===== src/rtl/uart_tx_arbiter.sv =====
// Round-robin sharing of one UART transmit path (dintx/newd/donetx) among NUM_REQ byte producers.
// Latency: grant and newd one cycle after a request is seen idle; ack one cycle after donetx rises (or after LOAD if it rose early).
// Backpressure: requesters hold req/req_data until ack or err; a watchdog aborts a stuck frame so others are not locked out.
module uart_tx_arbiter #(
  parameter int NUM_REQ        = 4,
  parameter int NEWD_HOLD      = 256,
  parameter int TIMEOUT_CYCLES = 8192
) (
  input  logic                       clk,
  input  logic                       rst,
  input  logic [NUM_REQ-1:0]         req,
  input  logic [8*NUM_REQ-1:0]       req_data,
  output logic [NUM_REQ-1:0]         grant,
  output logic [$clog2(NUM_REQ)-1:0] active_id,
  output logic [NUM_REQ-1:0]         ack,
  output logic [NUM_REQ-1:0]         err,
  output logic                       busy,
  output logic [7:0]                 uart_dintx,
  output logic                       uart_newd,
  input  logic                       uart_donetx
);

  localparam int IDW = $clog2(NUM_REQ);
  // Counter only has to reach TIMEOUT_CYCLES; NEWD_HOLD is always smaller.
  localparam int CW  = $clog2(TIMEOUT_CYCLES + 1);
  localparam logic [CW-1:0]  HOLD_LAST = CW'(NEWD_HOLD - 1);
  localparam logic [CW-1:0]  TMO_LAST  = CW'(TIMEOUT_CYCLES - 1);
  localparam logic [IDW-1:0] LAST_ID   = IDW'(NUM_REQ - 1);

  typedef enum logic [2:0] {
    S_IDLE,
    S_LOAD,
    S_WAIT,
    S_DONE,
    S_ERR
  } state_t;

  state_t               state, state_nxt;
  logic [IDW-1:0]       rr_ptr, rr_ptr_nxt;
  logic [CW-1:0]        cnt, cnt_nxt;
  logic                 done_prev;
  logic                 done_seen, done_seen_nxt;
  logic                 done_rise;

  logic [NUM_REQ-1:0]   grant_nxt;
  logic [IDW-1:0]       active_id_nxt;
  logic [NUM_REQ-1:0]   ack_nxt;
  logic [NUM_REQ-1:0]   err_nxt;
  logic                 busy_nxt;
  logic [7:0]           dintx_nxt;
  logic                 newd_nxt;

  // arbitration results
  logic                 pick_vld;
  logic [IDW-1:0]       pick_idx;
  logic [NUM_REQ-1:0]   pick_oh;
  logic [7:0]           pick_byte;
  logic [IDW-1:0]       rr_after;
  int                   cand;
  logic [IDW-1:0]       cand_idx;

  // donetx is treated as a level from the baud domain; only its rising edge completes a frame
  assign done_rise = uart_donetx & ~done_prev;

  // next round-robin start: one past the requester just finished, wrapping at NUM_REQ
  assign rr_after = (active_id == LAST_ID) ? '0 : active_id + 1'b1;

  // search rr_ptr, rr_ptr+1, ... (mod NUM_REQ); walking backwards lets the closest hit win
  always_comb begin
    pick_vld  = 1'b0;
    pick_idx  = '0;
    cand      = 0;
    cand_idx  = '0;
    for (int k = NUM_REQ - 1; k >= 0; k--) begin
      cand = int'(rr_ptr) + k;
      if (cand >= NUM_REQ) begin
        cand = cand - NUM_REQ;
      end
      cand_idx = IDW'(cand);
      if (req[cand_idx]) begin
        pick_vld = 1'b1;
        pick_idx = cand_idx;
      end
    end
  end

  // one-hot grant vector and byte mux for the chosen requester
  always_comb begin
    pick_oh   = '0;
    pick_byte = '0;
    if (pick_vld) begin
      pick_oh[pick_idx] = 1'b1;
    end
    for (int i = 0; i < NUM_REQ; i++) begin
      if (pick_idx == IDW'(i)) begin
        pick_byte = req_data[8*i +: 8];
      end
    end
  end

  // next-state and next-output logic; every output is registered from these
  always_comb begin
    state_nxt     = state;
    rr_ptr_nxt    = rr_ptr;
    cnt_nxt       = cnt;
    done_seen_nxt = done_seen;
    grant_nxt     = grant;
    active_id_nxt = active_id;
    ack_nxt       = '0;
    err_nxt       = '0;
    busy_nxt      = busy;
    dintx_nxt     = uart_dintx;
    newd_nxt      = uart_newd;

    unique case (state)
      S_IDLE: begin
        if (pick_vld) begin
          state_nxt     = S_LOAD;
          grant_nxt     = pick_oh;
          active_id_nxt = pick_idx;
          busy_nxt      = 1'b1;
          dintx_nxt     = pick_byte;
          newd_nxt      = 1'b1;
          cnt_nxt       = '0;
          done_seen_nxt = 1'b0;
        end
      end

      S_LOAD: begin
        cnt_nxt = cnt + 1'b1;
        // a fast transmitter may finish before newd is released; remember it
        if (done_rise) begin
          done_seen_nxt = 1'b1;
        end
        if (cnt == TMO_LAST) begin
          state_nxt = S_ERR;
          err_nxt   = grant;
          newd_nxt  = 1'b0;
        end else if (cnt == HOLD_LAST) begin
          state_nxt = S_WAIT;
          newd_nxt  = 1'b0;
        end
      end

      S_WAIT: begin
        cnt_nxt = cnt + 1'b1;
        // completion wins over a timeout landing on the same cycle
        if (done_rise || done_seen) begin
          state_nxt = S_DONE;
          ack_nxt   = grant;
        end else if (cnt == TMO_LAST) begin
          state_nxt = S_ERR;
          err_nxt   = grant;
          newd_nxt  = 1'b0;
        end
      end

      S_DONE, S_ERR: begin
        state_nxt     = S_IDLE;
        rr_ptr_nxt    = rr_after;
        grant_nxt     = '0;
        active_id_nxt = '0;
        busy_nxt      = 1'b0;
        newd_nxt      = 1'b0;
        cnt_nxt       = '0;
        done_seen_nxt = 1'b0;
      end

      default: begin
        state_nxt = S_IDLE;
      end
    endcase
  end

  // state and output registers; synchronous active-low reset drops everything at once
  always_ff @(posedge clk) begin
    if (!rst) begin
      state      <= S_IDLE;
      rr_ptr     <= '0;
      cnt        <= '0;
      done_prev  <= 1'b0;
      done_seen  <= 1'b0;
      grant      <= '0;
      active_id  <= '0;
      ack        <= '0;
      err        <= '0;
      busy       <= 1'b0;
      uart_dintx <= '0;
      uart_newd  <= 1'b0;
    end else begin
      state      <= state_nxt;
      rr_ptr     <= rr_ptr_nxt;
      cnt        <= cnt_nxt;
      done_prev  <= uart_donetx;
      done_seen  <= done_seen_nxt;
      grant      <= grant_nxt;
      active_id  <= active_id_nxt;
      ack        <= ack_nxt;
      err        <= err_nxt;
      busy       <= busy_nxt;
      uart_dintx <= dintx_nxt;
      uart_newd  <= newd_nxt;
    end
  end

endmodule


===== config.mk =====
export PLATFORM = sky130hd
export DESIGN_NAME = uart_tx_arbiter
export DESIGN_NICKNAME = d
export VERILOG_FILES = /design/src/rtl/uart_tx_arbiter.sv
export SDC_FILE = /design/constraint.sdc
export NUM_CORES = 1
export LEC_CHECK = 0
export ABC_AREA = 1
export CORE_ASPECT_RATIO = 0.9
export CORE_UTILIZATION = 45
export CTS_BUF_LIST = sky130_fd_sc_hd__clkbuf_4
export CTS_CLUSTER_DIAMETER = 40
export DETAILED_ROUTE_END_ITERATION = 10
export DONT_BUFFER_PORTS = 1
export GPL_TIMING_DRIVEN = 0
export PLACE_DENSITY = 0.67
export SLEW_MARGIN = 20
export SYNTH_ARGS = -nofsm -noshare
export SYNTH_HDL_FRONTEND = slang
export SYNTH_SLANG_ARGS = --single-unit

===== constraint.sdc =====
create_clock -name clk -period 2.2 [get_ports clk]
set_clock_uncertainty 0.05 [all_clocks]
set_input_delay 0.55 -clock clk [delete_from_list [all_inputs] [get_ports clk]]
set_output_delay 0.55 -clock clk [all_outputs]
set_load 0.02 [all_outputs]

==> reports/metrics.cfg, run 1 <==
[final_layout]
drive_gt1_share_pct = 15.6
area_growth_syn_to_layout_pct = 6.27
n_antenna_cell = 0
final_nets = 418
mostFrequentLayoutCells = 85 x nand2_1, 44 x dfxtp_1, 43 x inv_1
final_common_cell = nand2_1

[place]
dp_hpwl_mm = 4.53
gp_congestion = 0.822
numPortBuffers = 0

[power]
internal_power_mw = 1.69
switching_share_pct = 48.3
pwr-share-comb_pct = 48.5
total_power_mw = 3.27
vdd_drop_max_v = 0.000636
power.share.sequential_pct = 38.9
p_clk_share_pct = 12.7
switchingPower_mw = 1.58
p_per_area_mw_per_mm2 = 1200
power.leakage_nw = 1.13

[logic_synthesis]
synth.area.mux_share_pct = 0
yosysTopAreaCell = dfxtp_1
synth_nets = 410
yosysWarningCount = 0
synth-simple-area-share_pct = 40.3
synth_compound_area_share_pct = 10.9
ys_ff_latch = 45
synth_top_area_share_pct = 35.3
synthesis.area_mm2 = 0.00255
synthCells = 369
synthAdderAreaFrac_pct = 0.979
synth-xor-area-share_pct = 1.37
synth_cell_type_count = 36
synth_top_family_by_area = simple AND/OR/NAND/NOR gates
synth_area_leaders = dfxtp_1 35%, nand2_1 12%, inv_1 6.3%
seq_area_frac_synth_pct = 35.3
postSynthAreaPerCell_um2 = 6.92

[die]
fp-row-count = 25
io_pins = 63
die-height_um = 73.5
dieArea_mm2 = 0.00598
coreArea_mm2 = 0.00535
die_w_um = 81.4
start_util_pct = 47.8

[min_path]
holdPathStages = 2
worst_hold_path.endpoint = done_prev
holdCritPathClass = in2reg
min_from = uart_donetx

[global_route]
grt_use_total_pct = 21.7
grt_pass1_vias = 2243
grt_max_degree = 14
grt_pass1_wl_mm = 10.0
antenna_found_initial = 0
grt_overflow = 0

[worst_setup_path]
r2r-start = cnt[0]
reg2reg_depth = 11
cp.arrival_ns = 2.22
endpoint_kind = flop
cp.required_ns = 2.44
critPathKind = reg2reg
timing.rr.end = state[0]
crit_fanout = 4
reg2reg_slack_ns = 0.22
cp-start-kind = flop

[clock_tree]
root_buffer = clkbuf_4
cts_made_buffers = 5
numClockSinks = 45
cts_tree = built
clock_path_buffers = 2
clkTransAtPathRegs_ns = 0.13
clock_latency_ns = 0.35
h-tree-depth = 2

[job]
drv_cap = 0

[sta]
finalCritPeriodShare_pct = 90.0
rsz0062_at_grt = false
slew_headroom_pct = 65.3
hold_violations = 0
max_freq_mhz = 505
setup_tns_ns = 0
fin_crit_ns = 1.98
worstMarginPinSlew_ns = 0.521
finalSetupViolations = 0
slew_violations = 0

[route]
vias = 2366
first_pass_iters = 4
wl_met2_mm = 2.60
post-route-drc-count = 0
wl_met3_um = 401
wl_met1_mm = 2.82
routed_wl_mm = 5.87
drt_iter0_drc = 115
detail-route-antenna-nets = 0
topRoutingLayerUsed = met4
routedWlPerCell_um = 13.2
vias_per_cell = 5.32

[outcome]
status = completed

==> critical path: stages, from the launching register on <==
cell     delay [ns]
dfxtp_2        0.37
ha_1           0.20
nand3_1        0.14
nor2_4         0.15
nand2_2        0.11
nor4_4         0.31
nor2_1         0.08
nand2_1        0.10
nand2_1        0.09
nor2_2         0.10
o21ai_0        0.09
a21oi_1        0.13
==> metrics by stage <==
stage | hold slack [ns] | util [%] | setup WS, ns | instances | instance area, µm²
2_1_floorplan | 0.387 | - | 0.427 | 369 | 2550
3_3_place_gp | 0.403 | 49.3 | 0.244 | 436 | 2640
3_5_place_dp | 0.407 | 49.3 | 0.202 | 436 | 2640
4_1_cts | 0.220 | 50.5 | 0.167 | 444 | 2700
5_1_grt | 0.212 | 50.8 | 0.00664 | 445 | 2720
6_report | 0.234 | 50.8 | 0.220 | 445 | 2720
==> state kept, by name (all words and copies together), names as in the netlist <==
| signal | cells |
|---|---|
| uart_newd | 1 |
| ack | 4 |
| done_prev | 1 |
| active_id | 2 |
| grant | 4 |
| state | 3 |
| busy | 1 |
| err | 4 |
| rr_ptr | 2 |
| uart_dintx | 8 |
| done_seen | 1 |
| cnt | 14 |
==> cell families (layout without fill, tap and decap cells) <==
kind of cell,count (synthesis),after routing
and+or+nand+nor,206,206
AOI/OAI and AO/OA,49,49
adders and majority gates,2,2
buffers and inverters,63,72
xor gates and xnor gates,4,4
DFF,45,45
==> cells in the mapped netlist <==
cell type / n
nor2_2: 5
nor4_4: 1
inv_6: 1
buf_2: 2
dfxtp_1: 45
clkbuf_1: 2
nor3_1: 8
nand2_2: 9
a31oi_1: 1
o21ai_1: 4
nand3_1: 25
clkinv_1: 1
a211oi_1: 2
clkinv_4: 1
nand4_1: 19
inv_1: 43
a21oi_1: 24
nand2_4: 3
inv_2: 6
nand3_2: 4
xor2_1: 4
o22ai_1: 1
nor2_8: 2
a21oi_2: 2
ha_1: 2
o2111ai_1: 1
nor2_4: 2
o21a_1: 1
nor2_1: 38
o21ai_0: 12
nor3_2: 2
buf_6: 3
nor4_1: 3
nand2_1: 85
buf_4: 4
o32ai_2: 1
==> power groups by stage <==
stage	Combinational [mW]	Sequential, mW	Clock, mW
after floorplan	1.29	1.25	0
after global placement	1.57	1.29	0
after detailed placement	1.59	1.29	0
after CTS	1.60	1.27	0.438
after global routing	1.83	1.30	0.465
final	1.58	1.27	0.414
==> layer usage <==
layer	up-vias	track usage [%]
li1	1218	-
met1	1067	29.9
met2	76	33.9
met3	5	4.84
met4	0	5.36
met5	-	0
==> cell type report <==
class	count	area, µm²
Sequential cell	45	902
Tap cell	67	83.8
Multi-Input combinational cell	261	1380
Timing Repair Buffer	1	7.51
Clock buffer	7	52.6
Clock inverter	1	7.51
Buffer	11	81.3
Fill cell	516	2630
Inverter	52	205
==> what timing repair did <==
action	in CTS	in global routing
hold buffers	0	0
endpoints found under the setup margin	0	1
resized for setup	0	3
endpoints found under the hold margin	0	0
buffers inserted	0	1
==> worst max path at each step <==
stage	slack (ns)	cells after the start	endpoint	from
floorplan	0.43	12	cnt[4]	req[3]
global placement	0.24	11	state[0]	cnt[0]
CTS	0.17	11	state[0]	cnt[0]
detailed placement	0.20	11	state[0]	cnt[0]
global route	0.007	11	state[0]	cnt[0]
finish	0.22	11	state[0]	cnt[0]
No activity file was read; power rests on OpenSTA's default activity.
==> run 2: changes to the inputs <==
--- a/config.mk
+++ b/config.mk
@@ -6,6 +6,7 @@
 export NUM_CORES = 1
 export LEC_CHECK = 0
 export ABC_AREA = 1
+export CAP_MARGIN = 20
 export CORE_ASPECT_RATIO = 0.9
 export CORE_UTILIZATION = 45
 export CTS_BUF_LIST = sky130_fd_sc_hd__clkbuf_4
==> results of run 2 <==
The final DEF is identical to that of run 1; final timing and power are the same.
